### config.mk
export PLATFORM = sky130hd
export DESIGN_NAME = clt_noise_gen_flat
export DESIGN_NICKNAME = d
export VERILOG_FILES = /design/src/rtl/clt_noise_gen_if.sv /design/src/rtl/clt_noise_gen.sv /design/src/flat_wrapper.sv
export SDC_FILE = /design/constraint.sdc
export NUM_CORES = 1
export LEC_CHECK = 0
export ABC_AREA = 1
export CORE_ASPECT_RATIO = 1.75
export CORE_MARGIN = 4
export CORE_UTILIZATION = 59
export CTS_CLUSTER_SIZE = 28
export DETAILED_ROUTE_END_ITERATION = 16
export PLACE_DENSITY = 0.89
export SLEW_MARGIN = 20
export SYNTH_ARGS = -nofsm -noshare
export SYNTH_HDL_FRONTEND = slang
export SYNTH_SLANG_ARGS = --single-unit
### constraint.sdc
create_clock -name clk -period 4 [get_ports clk]
set_input_delay 0.8 -clock clk [delete_from_list [all_inputs] [get_ports clk]]
set_output_delay 0.8 -clock clk [all_outputs]
set_load 0.02 [all_outputs]
### src/rtl/clt_noise_gen_if.sv
// Output sample channel of the CLT noise generator: a valid/ready handshake
// that carries one signed sample per transfer.
interface clt_noise_gen_if #(
  parameter int OUT_W = 32
);
  logic                    valid;
  logic                    ready;
  logic signed [OUT_W-1:0] data;

  modport master (output valid, output data, input ready);
  modport slave  (input valid, input data, output ready);
endinterface

### src/rtl/clt_noise_gen.sv
// Central-limit-theorem noise source. NUM_SRC Galois LFSRs are summed, centred,
// scaled and saturated, and the result is offered on a valid/ready channel.
module clt_noise_gen #(
  parameter int          NUM_SRC  = 4,
  parameter int          SRC_W    = 16,
  parameter int          OUT_W    = 32,
  parameter int          SHIFT    = 0,
  parameter logic [31:0] SEED_RST = 32'h0000_0001
) (
  input  logic               clk,
  input  logic               rst_n,
  input  logic               i_en,
  input  logic [15:0]        i_div,
  input  logic               i_seed_load,
  input  logic [31:0]        i_seed,
  clt_noise_gen_if.master    o_smp,
  output logic               o_overrun
);

  localparam int SUM_W = SRC_W + $clog2(NUM_SRC) + 1;
  localparam int CW    = SUM_W + 1;
  localparam int EW    = ((CW > OUT_W) ? CW : OUT_W) + 1;

  localparam logic [31:0] GOLD = 32'h9E37_79B9;
  localparam logic [31:0] TAPS = 32'h8020_0003;

  localparam logic [CW-1:0]        MID     = CW'(NUM_SRC) << (SRC_W - 1);
  localparam logic signed [EW-1:0] SAT_MAX = {{(EW - OUT_W + 1){1'b0}}, {(OUT_W - 1){1'b1}}};
  localparam logic signed [EW-1:0] SAT_MIN = ~SAT_MAX;

  // An all-zero state would lock the LFSR, so it is replaced by 1.
  function automatic logic [31:0] chan_seed(input logic [31:0] s, input int idx);
    logic [31:0] v;
    v = s ^ (32'(idx + 1) * GOLD);
    return (v == 32'h0) ? 32'h1 : v;
  endfunction

  logic [15:0]      r_cnt;
  logic             w_tick;
  logic             r_va;
  logic             r_vb;
  logic [SRC_W-1:0] w_chan [NUM_SRC];
  logic [SUM_W-1:0] w_sum;
  logic [SUM_W-1:0] r_sum;

  logic signed [CW-1:0]    w_centred;
  logic signed [CW-1:0]    w_scaled;
  logic signed [EW-1:0]    w_ext;
  logic signed [EW-1:0]    w_sat;
  logic                    w_xfer;
  logic                    r_out_valid;
  logic signed [OUT_W-1:0] r_out_data;
  logic                    r_overrun;

  // seed_load suppresses the tick so the reseed is never overwritten by a step.
  assign w_tick = i_en & (r_cnt == 16'd0) & ~i_seed_load;

  always_ff @(posedge clk or negedge rst_n) begin
    if (!rst_n) begin
      r_cnt <= 16'd0;
    end else if (i_seed_load) begin
      r_cnt <= 16'd0;
    end else if (i_en) begin
      r_cnt <= w_tick ? i_div : r_cnt - 16'd1;
    end
  end

  genvar gi;
  generate
    for (gi = 0; gi < NUM_SRC; gi++) begin : g_chan
      localparam logic [31:0] RST_VAL = chan_seed(SEED_RST, gi);
      logic [31:0] r_lfsr;

      always_ff @(posedge clk or negedge rst_n) begin
        if (!rst_n) begin
          r_lfsr <= RST_VAL;
        end else if (i_seed_load) begin
          r_lfsr <= chan_seed(i_seed, gi);
        end else if (w_tick) begin
          r_lfsr <= {1'b0, r_lfsr[31:1]} ^ (r_lfsr[0] ? TAPS : 32'h0);
        end
      end

      assign w_chan[gi] = r_lfsr[SRC_W-1:0];
    end
  endgenerate

  always_comb begin
    w_sum = '0;
    for (int i = 0; i < NUM_SRC; i++) begin
      w_sum = w_sum + SUM_W'(w_chan[i]);
    end
  end

  always_ff @(posedge clk or negedge rst_n) begin
    if (!rst_n) begin
      r_va  <= 1'b0;
      r_vb  <= 1'b0;
      r_sum <= '0;
    end else begin
      r_va  <= i_seed_load ? 1'b0 : w_tick;
      r_vb  <= i_seed_load ? 1'b0 : r_va;
      r_sum <= w_sum;
    end
  end

  assign w_centred = $signed({1'b0, r_sum} - MID);
  assign w_scaled  = w_centred >>> SHIFT;
  assign w_ext     = EW'(w_scaled);
  assign w_sat     = (w_ext > SAT_MAX) ? SAT_MAX :
                     (w_ext < SAT_MIN) ? SAT_MIN : w_ext;

  assign w_xfer = r_out_valid & o_smp.ready;

  // A result that finds the holding register occupied and not draining is dropped.
  always_ff @(posedge clk or negedge rst_n) begin
    if (!rst_n) begin
      r_out_valid <= 1'b0;
      r_out_data  <= '0;
      r_overrun   <= 1'b0;
    end else if (i_seed_load) begin
      r_out_valid <= 1'b0;
      r_overrun   <= 1'b0;
    end else if (r_vb) begin
      if (!r_out_valid || w_xfer) begin
        r_out_data  <= w_sat[OUT_W-1:0];
        r_out_valid <= 1'b1;
      end else begin
        r_overrun   <= 1'b1;
      end
    end else if (w_xfer) begin
      r_out_valid <= 1'b0;
    end
  end

  assign o_smp.valid = r_out_valid;
  assign o_smp.data  = r_out_data;
  assign o_overrun   = r_overrun;

endmodule
### src/flat_wrapper.sv
// flat-port wrapper written by rule: the top's interface ports become plain ports
module clt_noise_gen_flat 
#(
  parameter int          NUM_SRC  = 4,
  parameter int          SRC_W    = 16,
  parameter int          OUT_W    = 32,
  parameter int          SHIFT    = 0,
  parameter logic [31:0] SEED_RST = 32'h0000_0001
)
  (clk, rst_n, i_en, i_div, i_seed_load, i_seed, o_overrun, o_smp_valid, o_smp_data, o_smp_ready);
  clt_noise_gen_if #(.OUT_W(OUT_W)) o_smp_i ();
  input  logic clk;
  input  logic rst_n;
  input  logic i_en;
  input  logic [15:0] i_div;
  input  logic i_seed_load;
  input  logic [31:0] i_seed;
  output logic o_overrun;
  output wire logic [$bits(o_smp_i.valid)-1:0] o_smp_valid;
  output wire logic [$bits(o_smp_i.data)-1:0] o_smp_data;
  input wire logic [$bits(o_smp_i.ready)-1:0] o_smp_ready;
  assign o_smp_valid = o_smp_i.valid;
  assign o_smp_data = o_smp_i.data;
  assign o_smp_i.ready = o_smp_ready;
  clt_noise_gen #(.NUM_SRC(NUM_SRC), .SRC_W(SRC_W), .OUT_W(OUT_W), .SHIFT(SHIFT), .SEED_RST(SEED_RST)) u_core (.clk(clk), .rst_n(rst_n), .i_en(i_en), .i_div(i_div), .i_seed_load(i_seed_load), .i_seed(i_seed), .o_smp(o_smp_i), .o_overrun(o_overrun));
endmodule
== Word-level counts from Yosys, hierarchy flattened ==
Index checks and enable logic that the tools add are counted.
W data, S select, Z words.

* Order comparisons: 2
* Reduce and logical (&&, ||, !) cells: 14
* $add $sub $neg: 5
* Bitwise logic cells: 12
* Equal/unequal tests: 2
* Muxes and demuxes: 30

{| class="wikitable"
|+ Operators by type and width
! kind !! number
|-
| $mux W32 || 18
|-
| $logic_not A32 Y1 || 4
|-
| $xor A31 B32 Y32 || 4
|-
| $mux W16 || 3
|-
| $add A19 B16 Y19 || 2
|-
| $not A19 Y19 || 2
|-
| $gt A20 B32 Y1 const B || 1
|-
| $lt A20 B32 Y1 const B || 1
|-
| $not A20 Y20 || 1
|-
| $sub A19 B18 Y20 const B || 1
|-
| $not A18 Y18 || 1
|-
| $add A16 B16 Y17 || 1
|-
| $logic_not A16 Y1 || 1
|-
| $sub A16 B1 Y16 const B || 1
|-
| $mux W1 || 9
|-
| $reduce_bool A2 Y1 || 3
|-
| $reduce_and A2 Y1 || 2
|-
| $and A1 B1 Y1 || 3
|-
| $ne A3 B3 Y1 const B || 1
|-
| $reduce_and A3 Y1 || 1
|-
| $reduce_bool A3 Y1 || 1
|-
| $ne A2 B2 Y1 const B || 1
|-
| $logic_not A1 Y1 || 1
|-
| $logic_or A1 B1 Y1 || 1
|-
| $not A1 Y1 || 1
|}

* Bits in registers: 199
* Input bits: 53
* Output and inout bits: 34

== Logic depth before layout (Yosys ltp) ==
* Depth after elaboration: 6
* Mapped depth: 21
* Mapped depth without buffers: 21

== Least setup slack after synthesis ==
OpenSTA, ideal clock, no wires.

* Kind: register to register
* Start point: register u_core.g_chan[1].r_lfsr[0]
* End point: register u_core.r_sum[15]
* Stages on the path, launching flop included: 21
* Slack: 0.447 ns
* Buffers on the path: 0
* Data arrival time: 3.436 ns
* Library setup time: 0.117 ns
* Clock period less this slack: 3.553 ns
* Path through: dfstp_2 ha_1 inv_1 fa_1 o21ai_0 nand2_1 nand2_1 inv_1 nor2_1 nor2_1 nand2_1 nand2_1 fa_1 inv_1 ha_1 a21o_1 o21bai_1 a21oi_1 nand2_1 nand2_1 nand2_1

* Longest elaborated chain between the ends: 3

{| class="wikitable"
|+ RTL lines
! element !! RTL line !! source
|-
| start: declaration || clt_noise_gen.sv:72 || <nowiki>logic [31:0] r_lfsr;</nowiki>
|-
| start signal: assignment || clt_noise_gen.sv:78 || <nowiki>r_lfsr <= chan_seed(i_seed, gi);</nowiki>
|-
| start signal: assignment || clt_noise_gen.sv:80 || <nowiki>r_lfsr <= {1'b0, r_lfsr[31:1]} ^ (r_lfsr[0] ? TAPS : 32'h0);</nowiki>
|-
| $add A16 B16 Y17 || clt_noise_gen.sv:91 || <nowiki>w_sum = w_sum + SUM_W'(w_chan[i]);</nowiki>
|-
| $add A19 B16 Y19 (2 in series) || clt_noise_gen.sv:91 ||
|-
| via u_core.w_sum[15] || clt_noise_gen.sv:43 || <nowiki>logic [SUM_W-1:0] w_sum;</nowiki>
|-
| end signal: assignment || clt_noise_gen.sv:103 || <nowiki>r_sum <= w_sum;</nowiki>
|-
| end: declaration || clt_noise_gen.sv:44 || <nowiki>logic [SUM_W-1:0] r_sum;</nowiki>
|}

The timed path passes the listed nets, and every way through them passes these cells.
A chain may end at the register's enable or synchronous reset.

== Worst setup path after layout ==
* Start point: register u_core.g_chan[1].r_lfsr[0]
* End point: register u_core.r_sum[13]

The elaborated chain is that of the path after synthesis.

==> metrics.log <==
INFO  metric met1_usage_in_global_routing = 29.8%
INFO  metric post-synth-top-area-fraction = 25.8%
INFO  metric ant_nets = 0
INFO  metric avgRoutedWirePerCell = 16.2 µm
INFO  metric worstMarginPinSlew = 895 ps
INFO  metric cts-htree-levels = 4
INFO  metric cts-resized-gates = 0
INFO  metric ys_async_rst_share = 100%
INFO  metric nets = about 1500
INFO  metric critical_path.cell_chain = ha_1 -> inv_1 -> fa_1 -> o21ai_0 -> buf_4 -> nand4_1 -> nand3_1 -> xnor2_1 -> fa_1 -> inv_1 -> ha_1 -> nand2_1 -> nor2_1 -> nand4_1 -> nand3_1 -> xor2_1
INFO  metric synth_fp_nets = ~1500
INFO  metric port_buffers = 86
INFO  metric netlist_top_cells_count = sky130_fd_sc_hd__nand2_1 (509), sky130_fd_sc_hd__inv_1 (145), sky130_fd_sc_hd__nand3_1 (114)
INFO  metric finalCritPeriodShare = approximately 94%
INFO  metric n_fill_cell = between 1000 and 1500
INFO  metric core = 17500 µm²
INFO  metric ys_warn_count = 0
INFO  metric antenna_found_initial = 0
INFO  metric area_of_the_mapped_netlist = between 10000 and 15000 µm²
INFO  metric grtUsageTotal = between 20% and 30%
INFO  metric clock-skew-final = between 10 and 15 ps
INFO  metric final_wirelength = between 20 and 30 mm
INFO  metric worst_hold_slack = between 200 and 300 ps
INFO  metric critical_path_class = reg -> reg
INFO  metric run_status = completed
INFO  metric hold_class = in -> async
INFO  metric cts_tree = yes
INFO  metric drv.max_cap_violation_count = 0
INFO  metric dieHeight = about 180 µm
INFO  metric globalRouteMet2Util = 51.1%
INFO  metric cts_sinks = around 190
INFO  metric longest_individual_stage_delay_on_the_worst_path = between 500 and 600 ps
INFO  metric timing.slew.headroom = between 40 and 50%
INFO  metric cts-buffers-inserted = 17
INFO  metric drc = 0
INFO  metric busiest_layer = met2
INFO  metric largest_net_degree_at_the_start_of_global_routing = roughly 110
INFO  metric tns = 0 ps
INFO  metric crit_arrival = a little over 4000 ps
INFO  metric slew_violations = 0
INFO  metric cts.root.buffer_cell = sky130_fd_sc_hd__clkbuf_16
INFO  metric synth.distinct_cells = 36
INFO  metric crit_required = ~4400 ps
INFO  metric clk_pin_slew = ~70 ps
INFO  metric grt_remaining_overflow = 0
INFO  metric initial_utilization = between 60 and 70%
INFO  metric grt_first_pass_wirelength = between 40 and 50 mm
INFO  metric p_leak = approximately 6 nW
INFO  metric final_hold_viol_count = 0
INFO  metric drt_iter0_markers = ~730
INFO  metric setup.worst_path.start_class = flip-flop
INFO  metric cell_type_with_the_highest_aggregate_area_in_the_netlist = sky130_fd_sc_hd__dfrtp_1
INFO  metric multi_input_comb_area = 4960 µm²
INFO  metric synthesis.area_per_instance = 7.76 µm²
INFO  metric timing.fmax = around 270 MHz
INFO  metric placementRows = 64
INFO  metric boundaryPins = 87
INFO  metric gp_congestion = ~0.92
INFO  metric power.ir.vdd_worst = between 300 and 400 µV
INFO  metric seq_area = approximately 4700 µm²
INFO  metric synth_edf_count = 0
INFO  metric postCtsHoldBufs = 0
INFO  metric met3_usage = 3.21%
INFO  metric leading_post_synthesis_cells_by_cell_area = sky130_fd_sc_hd__dfrtp_1 (26%), sky130_fd_sc_hd__dfstp_2 (19%), sky130_fd_sc_hd__nand2_1 (18%)
INFO  metric ys_ff_latch = 185
INFO  metric design.die.area = ~20000 µm²
INFO  metric timing.critical_path.to_type = flip-flop
INFO  metric first_global_vias = 9683
INFO  metric clk-insertion-delay-late = 440 ps
INFO  metric timing.final.crit_period = 3750 ps
INFO  metric finalSetupViolations = 0
INFO  metric grt_setup_unrepaired = false
INFO  metric worst-path-max-fanout = 5
INFO  metric dp.final_hpwl = about 20 mm
INFO  metric timing.critical_path.slowest_stage_cell = sky130_fd_sc_hd__dfstp_2
INFO  metric num_antenna_cells = 0
INFO  metric fp.dieW = 109 µm
INFO  metric drtPass1Iterations = 7
INFO  metric drive_above_1_share = about 9.6%
INFO  metric setup_buffers_after_cts = 0
INFO  metric yosys_most_used_dff = sky130_fd_sc_hd__dfrtp_1
INFO  metric synth.yosys.seq_area_share = 44.7%
INFO  metric synth.most_common_cell = sky130_fd_sc_hd__nand2_1
INFO  metric synth_cells = 1361
INFO  metric areaGrowthSynthToFinish = 14.5%
INFO  metric power.density = roughly 590 nW/µm²
INFO  metric vias = roughly 9500
INFO  metric maximum_buffer_depth_of_the_clock_tree = 2
INFO  metric vias_per_cell = between 5 and 6
[cell usage in the layout, fill, tap and decap left out, types with 13 or more instances in the layout]
cell                              Yosys  final
sky130_fd_sc_hd__a21oi_1             40     39
sky130_fd_sc_hd__clkbuf_16            0     17
sky130_fd_sc_hd__clkdlybuf4s50_1      0     84
sky130_fd_sc_hd__dfrtp_1            109    109
sky130_fd_sc_hd__dfstp_2             76     76
sky130_fd_sc_hd__fa_1                18     18
sky130_fd_sc_hd__ha_1                33     33
sky130_fd_sc_hd__inv_1              145    145
sky130_fd_sc_hd__nand2_1            509    509
sky130_fd_sc_hd__nand3_1            114    114
sky130_fd_sc_hd__nand4_1             13     13
sky130_fd_sc_hd__nor2_1              88     88
sky130_fd_sc_hd__nor3_1              16     16
sky130_fd_sc_hd__o211ai_1            45     45
sky130_fd_sc_hd__o21ai_0             28     28
sky130_fd_sc_hd__xor2_1              14     14
[worst paths after layout]
kind	startpoint	endpoint	slack [ps]	cells past startpoint
worst max-delay path	u_core.g_chan[1].r_lfsr[0]	u_core.r_sum[13]	250	16
worst min-delay path	rst_n	u_core.r_cnt[8]	250	1
worst max register to register	u_core.g_chan[1].r_lfsr[0]	u_core.r_sum[13]	250	16
worst min register to register	u_core.r_sum[16]	u_core.o_smp.data[16]	440	2
max in group asynchronous	rst_n	u_core.r_sum[3]	2860	2
min in group clk	u_core.r_sum[16]	u_core.o_smp.data[16]	440	2
[state kept, by name (all words and copies together) (netlist names)]
name,cells
u_core.r_va,1
u_core.r_sum,18
u_core.o_overrun,1
u_core.r_vb,1
u_core.o_smp.valid,1
u_core.r_cnt,16
u_core.g_chan.r_lfsr,128
u_core.o_smp.data,19
[metal layers]
layer | wire [µm] | part of all wire (%) | vias to the layer above
li1 | - | - | 4435
met1 | 9900 | 37 | 4477
met2 | 14000 | 52 | 417
met3 | 1320 | 4.9 | 121
met4 | 1740 | 6.4 | 0
met5 | 0 | 0 | -
[final cells by class]
| cell class | count | area share [%] |
|---|---|---|
| Tap cell | 231 | 2.39 |
| Timing Repair Buffer | 98 | 7.94 |
| Inverter | 149 | 4.63 |
| Clock inverter | 11 | 1.12 |
| Multi-Input combinational cell | 972 | 41.0 |
| Clock buffer | 21 | 3.81 |
| Sequential cell | 185 | 39.1 |
[cells by family after synthesis]
kind of cell    Yosys count  synth area share [%]
simple gates            761                  29.7
buf+inv                 204                  8.34
flops                   185                  44.7
xor+xnor                 23                  1.91
compound gates          137                  8.01
fa+ha+maj                51                  7.32
[critical path: cells and delay by family, from the launching register on]
family / cells / cell delay, ps
AOI/OAI and AO/OA: 1 / 290
xor gates and xnor gates: 2 / 280
adders and majority gates: 4 / 1420
buffers and inverters: 3 / 290
DFF: 1 / 570
and+or+nand+nor: 6 / 850
[where the power goes]
part           internal, W  switching [W]  leakage [nW]
sequential         0.00231       0.000240          2.17
clock             0.000965       0.000737         0.293
combinational      0.00111        0.00179          3.44
[metrics by stage]
step           cell area, µm²  util [%]  power (W)  setup WS (ps)  instances
5_1_grt                 12100      68.9    0.00766           26.4       1667
6_report                12100      68.9    0.00716            247       1667
3_5_place_dp            11500      65.5    0.00544            296       1635
3_3_place_gp            11500      65.5    0.00532            345       1635
2_1_floorplan           10600         -    0.00463            447       1361
4_1_cts                 12100      68.9    0.00715            285       1667
(Power assumes the default switching activity.)
